### src/rtl/ncl_dual_rail_receiver.sv
// ncl_dual_rail_receiver: clocked receiver at the tail of a dual-rail NCL
// datapath. It synchronizes every rail wire, detects DATA and NULL wavefront
// completeness, drives the NCL acknowledge (ko) back to the producer, and
// hands each DATA wavefront to a 2-entry valid/ready buffer.
// Optional build macro: NCL_RX_ILLEGAL_CHECK_EN (sticky err on rail0=rail1=1).

// Per-bit lane: synchronizer chains for both rails, plus one history flop
// per rail so the top level can tell a settled bit from one still moving.
module ncl_rx_lane #(
    parameter int SYNC_STAGES = 2
) (
    input  logic clk,
    input  logic init,
    input  logic r0,
    input  logic r1,
    output logic s0,
    output logic s1,
    output logic stable
);
    logic [SYNC_STAGES-1:0] sy0, sy1;
    logic                   h0, h1;

    // shift both rails through the synchronizer, remember the last sample
    always_ff @(posedge clk or posedge init) begin
        if (init) begin
            sy0 <= '0;
            sy1 <= '0;
            h0  <= 1'b0;
            h1  <= 1'b0;
        end else begin
            sy0 <= {sy0[SYNC_STAGES-2:0], r0};
            sy1 <= {sy1[SYNC_STAGES-2:0], r1};
            h0  <= sy0[SYNC_STAGES-1];
            h1  <= sy1[SYNC_STAGES-1];
        end
    end

    assign s0     = sy0[SYNC_STAGES-1];
    assign s1     = sy1[SYNC_STAGES-1];
    assign stable = (s0 == h0) && (s1 == h1);
endmodule

module ncl_dual_rail_receiver #(
    parameter int WIDTH       = 32,
    parameter int SYNC_STAGES = 2
) (
    input  logic             clk,
    input  logic             init,
    input  logic [WIDTH-1:0] rail0,
    input  logic [WIDTH-1:0] rail1,
    output logic             ko,
    output logic [WIDTH-1:0] out_data,
    output logic             out_valid,
    input  logic             out_ready,
    output logic             err
);
    typedef enum logic {WAIT_DATA = 1'b0, WAIT_NULL = 1'b1} state_t;

    logic [WIDTH-1:0] s0, s1, stb;
    logic             stable, dcomp, ncomp, space, push, pop;
    logic [WIDTH-1:0] tail;
    logic [1:0]       count;
    state_t           state;

    for (genvar g = 0; g < WIDTH; g++) begin : g_lane
        ncl_rx_lane #(.SYNC_STAGES(SYNC_STAGES)) u_lane (
            .clk    (clk),
            .init   (init),
            .r0     (rail0[g]),
            .r1     (rail1[g]),
            .s0     (s0[g]),
            .s1     (s1[g]),
            .stable (stb[g])
        );
    end

    assign stable = &stb;
    assign ncomp  = ~|(s0 | s1);
`ifdef NCL_RX_ILLEGAL_CHECK_EN
    // both rails high is illegal: it blocks DATA completeness and flags err
    assign dcomp  = &(s0 ^ s1);
`else
    // both rails high is read as a DATA 1
    assign dcomp  = &(s0 | s1);
`endif

    assign pop   = out_valid && out_ready;
    assign space = (count < 2'd2) || pop;
    // only WAIT_DATA may push, so a lingering DATA wavefront is taken once
    assign push  = (state == WAIT_DATA) && dcomp && stable && space;

    // wavefront FSM; ko is the registered acknowledge
    always_ff @(posedge clk or posedge init) begin
        if (init) begin
            state <= WAIT_DATA;
            ko    <= 1'b1;
        end else begin
            case (state)
                WAIT_DATA: if (push) begin
                    state <= WAIT_NULL;
                    ko    <= 1'b0;
                end
                WAIT_NULL: if (ncomp && stable) begin
                    state <= WAIT_DATA;
                    ko    <= 1'b1;
                end
                default: begin
                    state <= WAIT_DATA;
                    ko    <= 1'b1;
                end
            endcase
        end
    end

    // 2-entry FIFO: out_data is the head register, tail holds the second word
    always_ff @(posedge clk or posedge init) begin
        if (init) begin
            count     <= 2'd0;
            out_valid <= 1'b0;
            out_data  <= '0;
            tail      <= '0;
        end else begin
            case ({push, pop})
                2'b10: begin
                    if (count == 2'd0) out_data <= s1;
                    else               tail     <= s1;
                    count     <= count + 2'd1;
                    out_valid <= 1'b1;
                end
                2'b01: begin
                    out_data  <= tail;
                    count     <= count - 2'd1;
                    out_valid <= (count == 2'd2);
                end
                2'b11: begin
                    if (count == 2'd1) begin
                        out_data <= s1;
                    end else begin
                        out_data <= tail;
                        tail     <= s1;
                    end
                end
                default: ;
            endcase
        end
    end

`ifdef NCL_RX_ILLEGAL_CHECK_EN
    logic illegal;
    assign illegal = |(s0 & s1);

    // sticky illegal-code flag, cleared only by init
    always_ff @(posedge clk or posedge init) begin
        if (init)         err <= 1'b0;
        else if (illegal) err <= 1'b1;
    end
`else
    assign err = 1'b0;
`endif
endmodule

### config.mk
export PLATFORM = sky130hd
export DESIGN_NAME = ncl_dual_rail_receiver
export DESIGN_NICKNAME = d
export VERILOG_FILES = /design/src/rtl/ncl_dual_rail_receiver.sv
export SDC_FILE = /design/constraint.sdc
export NUM_CORES = 1
export LEC_CHECK = 0
export ABC_AREA = 1
export CAP_MARGIN = 20
export CORE_MARGIN = 10
export CORE_UTILIZATION = 60
export DETAILED_ROUTE_END_ITERATION = 10
export GPL_TIMING_DRIVEN = 0
export PLACE_DENSITY = 0.86
export SYNTH_ARGS = -nofsm -noshare
export SYNTH_HDL_FRONTEND = slang
export SYNTH_SLANG_ARGS = --single-unit
### constraint.sdc
create_clock -name clk -period 21 [get_ports clk]
set_input_delay 2.1 -clock clk [delete_from_list [all_inputs] [get_ports clk]]
set_output_delay 2.1 -clock clk [all_outputs]
set_load 0.02 [all_outputs]
==> metrics.txt, run 1 <==
# TYPE chip_impl_metric gauge
chip_impl_metric{name="cts_max_level",unit=""} 1
chip_impl_metric{name="diodes",unit=""} 0
chip_impl_metric{name="totalWireLength",unit="um"} 19600
chip_impl_metric{name="grt_overflow",unit=""} 0
chip_impl_info{name="tritoncts",value="done"} 1
chip_impl_metric{name="sequential_cell_area_fraction_in_the_yosys_report",unit=""} 0.704
chip_impl_metric{name="period_share",unit=""} 0.206
chip_impl_metric{name="synth-adder-area-share",unit=""} 0.00809
chip_impl_metric{name="area.growth.synth_to_final",unit="%"} 22.3
chip_impl_metric{name="cts_inserted_buffers",unit=""} 24
chip_impl_info{name="mostFrequentLayoutCell",value="dfrtp_1"} 1
chip_impl_info{name="topRoutingLayerUsed",value="met4"} 1
chip_impl_metric{name="grt_start_max_net_pins",unit=""} 144
chip_impl_info{name="synth_top_family_by_area",value="simple AND/OR/NAND/NOR gates"} 1
chip_impl_metric{name="horizontal_die_dimension",unit="um"} 144
chip_impl_metric{name="placement_rows",unit=""} 45
chip_impl_metric{name="p_leak",unit="nW"} 5.18
chip_impl_metric{name="slew_viol_final",unit=""} 0
chip_impl_metric{name="antenna_left",unit=""} 0
chip_impl_metric{name="cell_area_synth",unit="um^2"} 9290
chip_impl_metric{name="gpl.final_weighted_congestion",unit=""} 0.890
chip_impl_metric{name="power.clock.fraction",unit=""} 0.427
chip_impl_metric{name="count_of_input_and_output_buffers",unit=""} 100
chip_impl_metric{name="max_freq",unit="MHz"} 232
chip_impl_metric{name="cts_resized",unit=""} 0
chip_impl_metric{name="critPathMaxFanout",unit=""} 10
chip_impl_info{name="worstHoldPathType",value="reg2reg"} 1
chip_impl_metric{name="num_vias",unit=""} 5955
chip_impl_metric{name="drcViolationCount",unit=""} 0
chip_impl_metric{name="synthXorXnorAreaFrac",unit=""} 0.0519
chip_impl_metric{name="ys_types",unit=""} 31
chip_impl_metric{name="power_density",unit="nW/um^2"} 90.1
chip_impl_metric{name="final_hold_violation_count",unit=""} 0
chip_impl_metric{name="cts.clk_slew.worst_paths",unit="ns"} 0.06
chip_impl_metric{name="floorplan.die_area",unit="um^2"} 20900
chip_impl_metric{name="syn_inst",unit=""} 801
chip_impl_metric{name="wl_met1",unit="um"} 8200
chip_impl_info{name="start_kind",value="input pin"} 1
chip_impl_metric{name="die_y",unit="um"} 144
chip_impl_info{name="worstSetupPathType",value="in2reg"} 1
chip_impl_metric{name="syn-num-nets",unit=""} 874
chip_impl_metric{name="vias_per_cell",unit=""} 5.26
chip_impl_metric{name="worstPathArrival",unit="ns"} 4.69
chip_impl_metric{name="synth-compound-area-share",unit=""} 0.0460
chip_impl_metric{name="post_dp_cell_area",unit="um^2"} 10600
chip_impl_metric{name="design_area",unit="um^2"} 11400
chip_impl_info{name="clk_root_buffer_cell",value="clkbuf_16"} 1
chip_impl_metric{name="grt_pass1_vias",unit=""} 6267
chip_impl_metric{name="setup-tns-final",unit="ns"} 0
chip_impl_metric{name="vdd_ir_drop_max",unit="uV"} 90.3
chip_impl_metric{name="floorplan.initialDensity",unit=""} 0.611
chip_impl_metric{name="buffer_count_from_post_cts_setup_fixing",unit=""} 0
chip_impl_metric{name="grt_pass1_wl",unit="um"} 31500
chip_impl_metric{name="finalSetupViolCount",unit=""} 0
chip_impl_metric{name="power_frac_comb",unit=""} 0.050
chip_impl_metric{name="maxCapViolations",unit=""} 0
chip_impl_metric{name="cts_hold_repair.buffers",unit=""} 0
chip_impl_metric{name="met2_length",unit="um"} 9950
chip_impl_info{name="critical_path.top_delay_family",value="simple AND/OR/NAND/NOR gates"} 1
chip_impl_metric{name="worst-slew-pin-transition",unit="ns"} 0.825
chip_impl_metric{name="avgSynthCellArea",unit="um^2"} 11.6
chip_impl_metric{name="clock_sink_count",unit=""} 261
chip_impl_metric{name="muxShareOfSynthArea",unit=""} 0
chip_impl_metric{name="drt_first_pass_iters",unit=""} 4
chip_impl_metric{name="drt_iter0_markers",unit=""} 471
chip_impl_metric{name="synth.yosys.warnings",unit=""} 0
chip_impl_metric{name="cp_num_buf_inv",unit=""} 3
chip_impl_info{name="crit_path_frequent_cell",value="nand2_1"} 1
chip_impl_metric{name="timing.critical_path.slowest_cell_delay",unit="ns"} 0.47
chip_impl_metric{name="floorplan.core_area",unit="um^2"} 15200
chip_impl_metric{name="place.detailed.hpwl",unit="um"} 13500
chip_impl_info{name="rsz_0062_raised_after_global_routing",value="no"} 1
chip_impl_metric{name="antenna_found_initial",unit=""} 0
chip_impl_metric{name="yosys_register_bits",unit=""} 261
chip_impl_metric{name="intPower",unit="W"} 0.000805
chip_impl_metric{name="filler_cell_count",unit=""} 951
chip_impl_metric{name="switching_power",unit="W"} 0.000218
chip_impl_metric{name="register_area",unit="um^2"} 6530
chip_impl_info{name="status",value="complete, no violations"} 1
chip_impl_info{name="worstSetupEndpointType",value="flip-flop"} 1
chip_impl_info{name="cpMaxStageDelayCell",value="clkdlybuf4s50_1"} 1
chip_impl_info{name="worstPathCellList",value="clkdlybuf4s50_1, nand2_2, nand2_1, nand3_1, nor4_1, nand4_2, inv_2, ha_1, nand2_1, o211ai_2, clkbuf_1, o21ai_0"} 1
chip_impl_metric{name="boundaryPins",unit=""} 102
chip_impl_metric{name="route.detailed.wl_per_inst",unit="um"} 17.3
chip_impl_metric{name="fin_worst_skew",unit="ns"} 0.0164
chip_impl_metric{name="track_usage",unit=""} 0.191
chip_impl_metric{name="clock_latency",unit="ns"} 0.52
chip_impl_metric{name="switching_share",unit=""} 0.213
chip_impl_metric{name="period_minus_slack",unit="ns"} 4.32
chip_impl_metric{name="final_net_count",unit=""} 1001
chip_impl_metric{name="multiInputGateArea",unit="um^2"} 2420
chip_impl_metric{name="timing.max_slew.rel_slack",unit=""} 0.450
chip_impl_metric{name="seq_power_share",unit=""} 0.523
chip_impl_metric{name="layout-drive-gt1-share",unit=""} 0.108
chip_impl_metric{name="crit_required",unit="ns"} 21.37
chip_impl_metric{name="cts_max_path_buffers",unit=""} 3
chip_impl_metric{name="synthSimpleGateAreaFrac",unit=""} 0.154
chip_impl_info{name="mostFrequentLayoutCells",value="260 x dfrtp_1, 122 x nand2_1, 101 x nor2_1"} 1
chip_impl_metric{name="met3WireLength",unit="um"} 936
synthesized netlist by cell type:
master / count / share of area
or2_1: 8 / 0.0054
a21oi_1: 2 / 0.0011
a31oi_1: 32 / 0.022
o211ai_1: 1 / 0.00081
buf_2: 12 / 0.0065
clkbuf_1: 6 / 0.0024
ha_1: 6 / 0.0081
nor2_1: 101 / 0.041
nand3_1: 39 / 0.021
nand4_2: 1 / 0.0013
nand4_1: 8 / 0.0054
nor2_2: 2 / 0.0013
xnor2_1: 55 / 0.052
and3_1: 2 / 0.0013
nor2_4: 1 / 0.0012
o21ai_0: 34 / 0.018
o21ai_2: 2 / 0.0019
conb_1: 1 / 0.00040
dfrtp_1: 260 / 0.70
inv_1: 51 / 0.021
nand2_2: 3 / 0.0020
nor3_1: 3 / 0.0016
o211ai_2: 1 / 0.0013
inv_2: 8 / 0.0032
nand3b_1: 3 / 0.0024
a21oi_2: 1 / 0.00094
buf_4: 4 / 0.0032
nor4_1: 5 / 0.0034
nand2_1: 122 / 0.049
dfstp_2: 1 / 0.0028
or2_2: 26 / 0.018
layer usage:
layer  up-vias  global-route usage
met1      2945               0.246
met4         0              0.0649
met2       164               0.327
met3        44              0.0269
met5         -                   0
li1       2802                   -
sequential cells by signal, indices dropped and copies added, names as in the netlist, 2 cells and up:
name / cells
count: 2
g_lane.u_lane.h1: 32
out_data: 32
g_lane.u_lane.h0: 32
g_lane.u_lane.sy1: 64
tail: 32
g_lane.u_lane.sy0: 64
power by group through the flow:
| stage | combinational (W) | clock, W | sequential (W) |
|---|---|---|---|
| final | 0.0000516 | 0.000437 | 0.000535 |
| after global routing | 0.0000576 | 0.000465 | 0.000536 |
| after CTS | 0.0000523 | 0.000443 | 0.000535 |
| after detailed placement | 0.0000514 | 0 | 0.000543 |
| after global placement | 0.0000488 | 0 | 0.000542 |
| after floorplan | 0.0000302 | 0 | 0.000540 |
worst reg2reg max path, delay by kind of cell (launching register included):
family          cells  cell delay [ns]
simple gates        8             0.92
buf+inv             2             0.49
flops               1             0.43
compound gates      2             0.38
xor+xnor            1             0.25
fa+ha+maj           1             0.23
through the flow:
stage	total power [W]	worst slack, ns	instances	utilization	hold slack, ns
after global routing	0.00106	16.50	1132	0.747	0.349
after CTS	0.00103	16.71	1132	0.747	0.346
final	0.00102	16.68	1132	0.747	0.345
after detailed placement	0.000595	16.15	1090	0.694	0.335
after floorplan	0.000570	11.72	801	-	0.331
after global placement	0.000591	9.29	1089	0.692	0.332
cells by family after synthesis:
| group | count (synthesis) |
|---|---|
| xor+xnor | 55 |
| buf+inv | 81 |
| simple gates | 324 |
| other cells | 1 |
| compound gates | 73 |
| flops | 261 |
| fa+ha+maj | 6 |
worst paths after layout:
path / start / to / slack [ns] / cells after the start
max: out_ready / tail[17]$_DFFE_PP0P_ / 16.68 / 12
min reg2reg: g_lane[18].u_lane.sy1[0]$_DFF_PP0_ / g_lane[18].u_lane.sy1[1]$_DFF_PP0_ / 0.35 / 0
max reg2reg: g_lane[17].u_lane.sy1[1]$_DFF_PP0_ / tail[17]$_DFFE_PP0P_ / 18.14 / 14
min in group asynchronous: init / g_lane[4].u_lane.sy0[0]$_DFF_PP0_ / 2.10 / 2
max in group asynchronous: init / g_lane[16].u_lane.sy1[0]$_DFF_PP0_ / 17.80 / 3
min: g_lane[18].u_lane.sy1[0]$_DFF_PP0_ / g_lane[18].u_lane.sy1[1]$_DFF_PP0_ / 0.35 / 0
area by class of cell:
type                       count  share of cell area
clock buffer                  31              0.0578
buffer                        22             0.00992
timing repair buffer         101              0.0906
multi-input combinational    459               0.213
clock inverter                11              0.0127
tap                          188              0.0207
sequential                   261               0.575
inverter                      59              0.0202
(Power assumes the default switching activity.)
==> inputs of run 2 (changes only) <==
--- a/config.mk
+++ b/config.mk
@@ -8,10 +8,10 @@
 export ABC_AREA = 1
 export CAP_MARGIN = 20
 export CORE_MARGIN = 10
-export CORE_UTILIZATION = 60
+export CORE_UTILIZATION = 56
 export DETAILED_ROUTE_END_ITERATION = 10
 export GPL_TIMING_DRIVEN = 0
-export PLACE_DENSITY = 0.86
+export PLACE_DENSITY = 0.81
 export SYNTH_ARGS = -nofsm -noshare
 export SYNTH_HDL_FRONTEND = slang
 export SYNTH_SLANG_ARGS = --single-unit
==> constraint.sdc (replaced) <==
create_clock -name clk -period 4.2 [get_ports clk]
set_input_delay 0.42 -clock clk [delete_from_list [all_inputs] [get_ports clk]]
set_output_delay 0.42 -clock clk [all_outputs]
set_load 0.02 [all_outputs]
==> run 2 against run 1 <==
Combinational power rose to 5.2 times the previous value. Power rose to 5.1 times the previous value. Critical path type is now reg2reg. Sequential share of layout area down 0.94 points. Final cell count up 3.3%. Critical path depth up 2. Die area up 6.1%. Flip-flop and latch count unchanged. Critical endpoint is now tail[2]$_DFFE_PP0P_. Worst setup slack worse by 15 ns. Highest routed layer unchanged. Clock skew about the same. Register-to-register slack worse by 17 ns. Clock-buffer cell count up 3.
==> metrics.txt, run 2 (same netlist as run 1, synthesis figures left out) <==
# TYPE chip_impl_metric gauge
chip_impl_metric{name="gpl.final_weighted_congestion",unit=""} 0.862
chip_impl_metric{name="diodes",unit=""} 0
chip_impl_metric{name="grt_overflow",unit=""} 0
chip_impl_metric{name="drt_iter0_markers",unit=""} 470
chip_impl_metric{name="finalSetupViolCount",unit=""} 0
chip_impl_info{name="mostFrequentLayoutCells",value="260 x dfrtp_1, 122 x nand2_1, 101 x nor2_1"} 1
chip_impl_info{name="worstPathCellList",value="xnor2_1, nand2_1, nor2_1, nand2_1, nor2_1, nand2_2, nor2_4, nand4_2, inv_2, ha_1, nand2_1, o211ai_2, clkbuf_1, o21ai_0"} 1
chip_impl_metric{name="drcViolationCount",unit=""} 0
chip_impl_metric{name="period_minus_slack",unit="ns"} 2.83
chip_impl_metric{name="die_y",unit="um"} 149
chip_impl_metric{name="setup.reg_to_reg.worst_slack",unit="ns"} 1.37
chip_impl_metric{name="final_net_count",unit=""} 1006
chip_impl_metric{name="clock_latency",unit="ns"} 0.52
chip_impl_metric{name="placed_instances",unit=""} 1127
chip_impl_metric{name="final_cells",unit=""} 1169
chip_impl_metric{name="grt_start_max_net_pins",unit=""} 46
chip_impl_metric{name="fin_worst_skew",unit="ns"} 0.0165
chip_impl_metric{name="cp_num_buf_inv",unit=""} 2
chip_impl_metric{name="antenna_found_initial",unit=""} 0
chip_impl_info{name="largest_registers",value="g_lane.u_lane.sy0 (64), g_lane.u_lane.sy1 (64)"} 1
chip_impl_info{name="start_kind",value="flip-flop"} 1
chip_impl_metric{name="worstPathArrival",unit="ns"} 3.20
chip_impl_metric{name="timing.max_slew.rel_slack",unit=""} 0.603
chip_impl_metric{name="critPathMaxFanout",unit=""} 10
chip_impl_metric{name="maxCapViolations",unit=""} 0
chip_impl_metric{name="power_density",unit="nW/um^2"} 455
chip_impl_metric{name="floorplan.core_area",unit="um^2"} 16400
chip_impl_metric{name="place.detailed.hpwl",unit="um"} 13800
chip_impl_metric{name="crit_required",unit="ns"} 4.56
chip_impl_metric{name="timing.critical_path.slowest_cell_delay",unit="ns"} 0.44
chip_impl_metric{name="max_freq",unit="MHz"} 353
chip_impl_metric{name="cts.clk_slew.worst_paths",unit="ns"} 0.07
chip_impl_metric{name="track_usage",unit=""} 0.174
chip_impl_metric{name="floorplan.die_area",unit="um^2"} 22100
chip_impl_metric{name="floorplan.initialDensity",unit=""} 0.566
chip_impl_metric{name="cts_max_level",unit=""} 1
chip_impl_info{name="timing.rr.end",value="tail[2]$_DFFE_PP0P_"} 1
chip_impl_info{name="tritoncts",value="done"} 1
chip_impl_metric{name="cts_inserted_buffers",unit=""} 24
chip_impl_metric{name="cts_resized",unit=""} 0
chip_impl_info{name="worstSetupPathType",value="reg2reg"} 1
chip_impl_metric{name="area.growth.synth_to_final",unit="%"} 24.3
chip_impl_metric{name="totalWireLength",unit="um"} 19300
chip_impl_metric{name="worst-slew-pin-transition",unit="ns"} 0.595
chip_impl_metric{name="vdd_ir_drop_max",unit="uV"} 360
chip_impl_info{name="timing.critical_path.from",value="g_lane[19].u_lane.sy1[1]$_DFF_PP0_"} 1
chip_impl_metric{name="cts_hold_repair.buffers",unit=""} 0
chip_impl_info{name="worstSetupEndpointType",value="flip-flop"} 1
chip_impl_info{name="rsz_0062_raised_after_global_routing",value="no"} 1
chip_impl_metric{name="grt_pass1_wl",unit="um"} 30800
chip_impl_metric{name="antenna_left",unit=""} 0
chip_impl_metric{name="vias_per_cell",unit=""} 5.04
chip_impl_info{name="status",value="complete, no violations"} 1
chip_impl_metric{name="layout-drive-gt1-share",unit=""} 0.114
chip_impl_metric{name="design_area",unit="um^2"} 11500
chip_impl_info{name="critical_path.top_delay_family",value="simple AND/OR/NAND/NOR gates"} 1
chip_impl_info{name="cpMaxStageDelayCell",value="dfrtp_1"} 1
chip_impl_info{name="crit_path_frequent_cell",value="nand2_1"} 1
chip_impl_metric{name="period_share",unit=""} 0.675
chip_impl_metric{name="post_dp_cell_area",unit="um^2"} 10700
chip_impl_metric{name="cts_max_path_buffers",unit=""} 3
chip_impl_info{name="clk_root_buffer_cell",value="clkbuf_16"} 1
chip_impl_metric{name="drt_first_pass_iters",unit=""} 5
chip_impl_metric{name="reg2regPathDepth",unit=""} 14
chip_impl_info{name="worstReg2RegStart",value="g_lane[19].u_lane.sy1[1]$_DFF_PP0_"} 1
chip_impl_metric{name="placement_rows",unit=""} 47
chip_impl_metric{name="p_leak",unit="nW"} 5.24
chip_impl_metric{name="boundaryPins",unit=""} 102
chip_impl_metric{name="slew_viol_final",unit=""} 0
chip_impl_metric{name="route.detailed.wl_per_inst",unit="um"} 16.5
chip_impl_metric{name="horizontal_die_dimension",unit="um"} 149
chip_impl_metric{name="final_hold_violation_count",unit=""} 0
chip_impl_metric{name="grt_pass1_vias",unit=""} 6161
chip_impl_info{name="mostFrequentLayoutCell",value="dfrtp_1"} 1
chip_impl_metric{name="clock_sink_count",unit=""} 261
chip_impl_metric{name="buffer_count_from_post_cts_setup_fixing",unit=""} 0
chip_impl_info{name="worstHoldPathType",value="in2async"} 1
chip_impl_metric{name="num_vias",unit=""} 5897
chip_impl_metric{name="count_of_input_and_output_buffers",unit=""} 100
run 2: changes by cell type in the layout (fill, tap and decap cells not counted), sizes merged:
cell / change
bufinv: +1
buf: +5
clkinv: -3
clkbuf: +3
inv: -1
run 2: metal layers:
| layer | up-vias | wire, um | global-route usage |
|---|---|---|---|
| met3 | 38 | 985 | 0.0264 |
| li1 | 2808 | - | - |
| met1 | 2884 | 8200 | 0.222 |
| met2 | 167 | 9700 | 0.298 |
| met5 | - | 0 | 0 |
| met4 | 0 | 447 | 0.0559 |
run 2: final cells by class:
class	instances	area, um^2
Timing Repair Buffer	106	1120
Clock buffer	34	719
Tap cell	220	275
Inverter	59	225
Buffer	22	113
Clock inverter	8	140
Sequential cell	261	6530
Multi-Input combinational cell	459	2420
Fill cell	1091	4860
run 2: worst max path at each step:
stage	to	depth (start not counted)	slack (ns)
2_1_floorplan	count[0]$_DFFE_PP0P_	1	0.34
6_report	tail[2]$_DFFE_PP0P_	14	1.37
3_5_place_dp	tail[6]$_DFFE_PP0P_	12	1.07
3_3_place_gp	out_data[19]$_DFFE_PP0P_	2	-1.20
5_1_grt	tail[2]$_DFFE_PP0P_	16	1.07
4_1_cts	out_data[11]$_DFFE_PP0P_	17	1.38
run 2: metrics by stage:
step	util	TNS (ns)	hold WS, ns	total power, W	setup slack (ns)
after floorplan	-	0	0.331	0.00285	0.339
after detailed placement	0.651	0	0.335	0.00298	1.07
after CTS	0.704	0	0.324	0.00530	1.38
final	0.704	0	0.329	0.00525	1.37
after global placement	0.644	-307.88	0.332	0.00296	-1.20
after global routing	0.704	0	0.322	0.00544	1.07
run 2: power by group:
part           total (W)  leakage [nW]  switching (W)  internal (W)
sequential       0.00267          3.20      0.0000645       0.00261
clock            0.00231         0.427       0.000877       0.00143
combinational   0.000266          1.62       0.000132      0.000134
total            0.00525          5.24        0.00107       0.00417
run 2: worst register-to-register path, cell delays in order, from the launching register on:
cell and delay [ns]:
dfrtp_1 0.44, xnor2_1 0.21, nand2_1 0.08, nor2_1 0.12
nand2_1 0.07, nor2_1 0.15, nand2_2 0.11, nor2_4 0.12
nand4_2 0.15, inv_2 0.10, ha_1 0.22, nand2_1 0.12
o211ai_2 0.21, clkbuf_1 0.40, o21ai_0 0.18
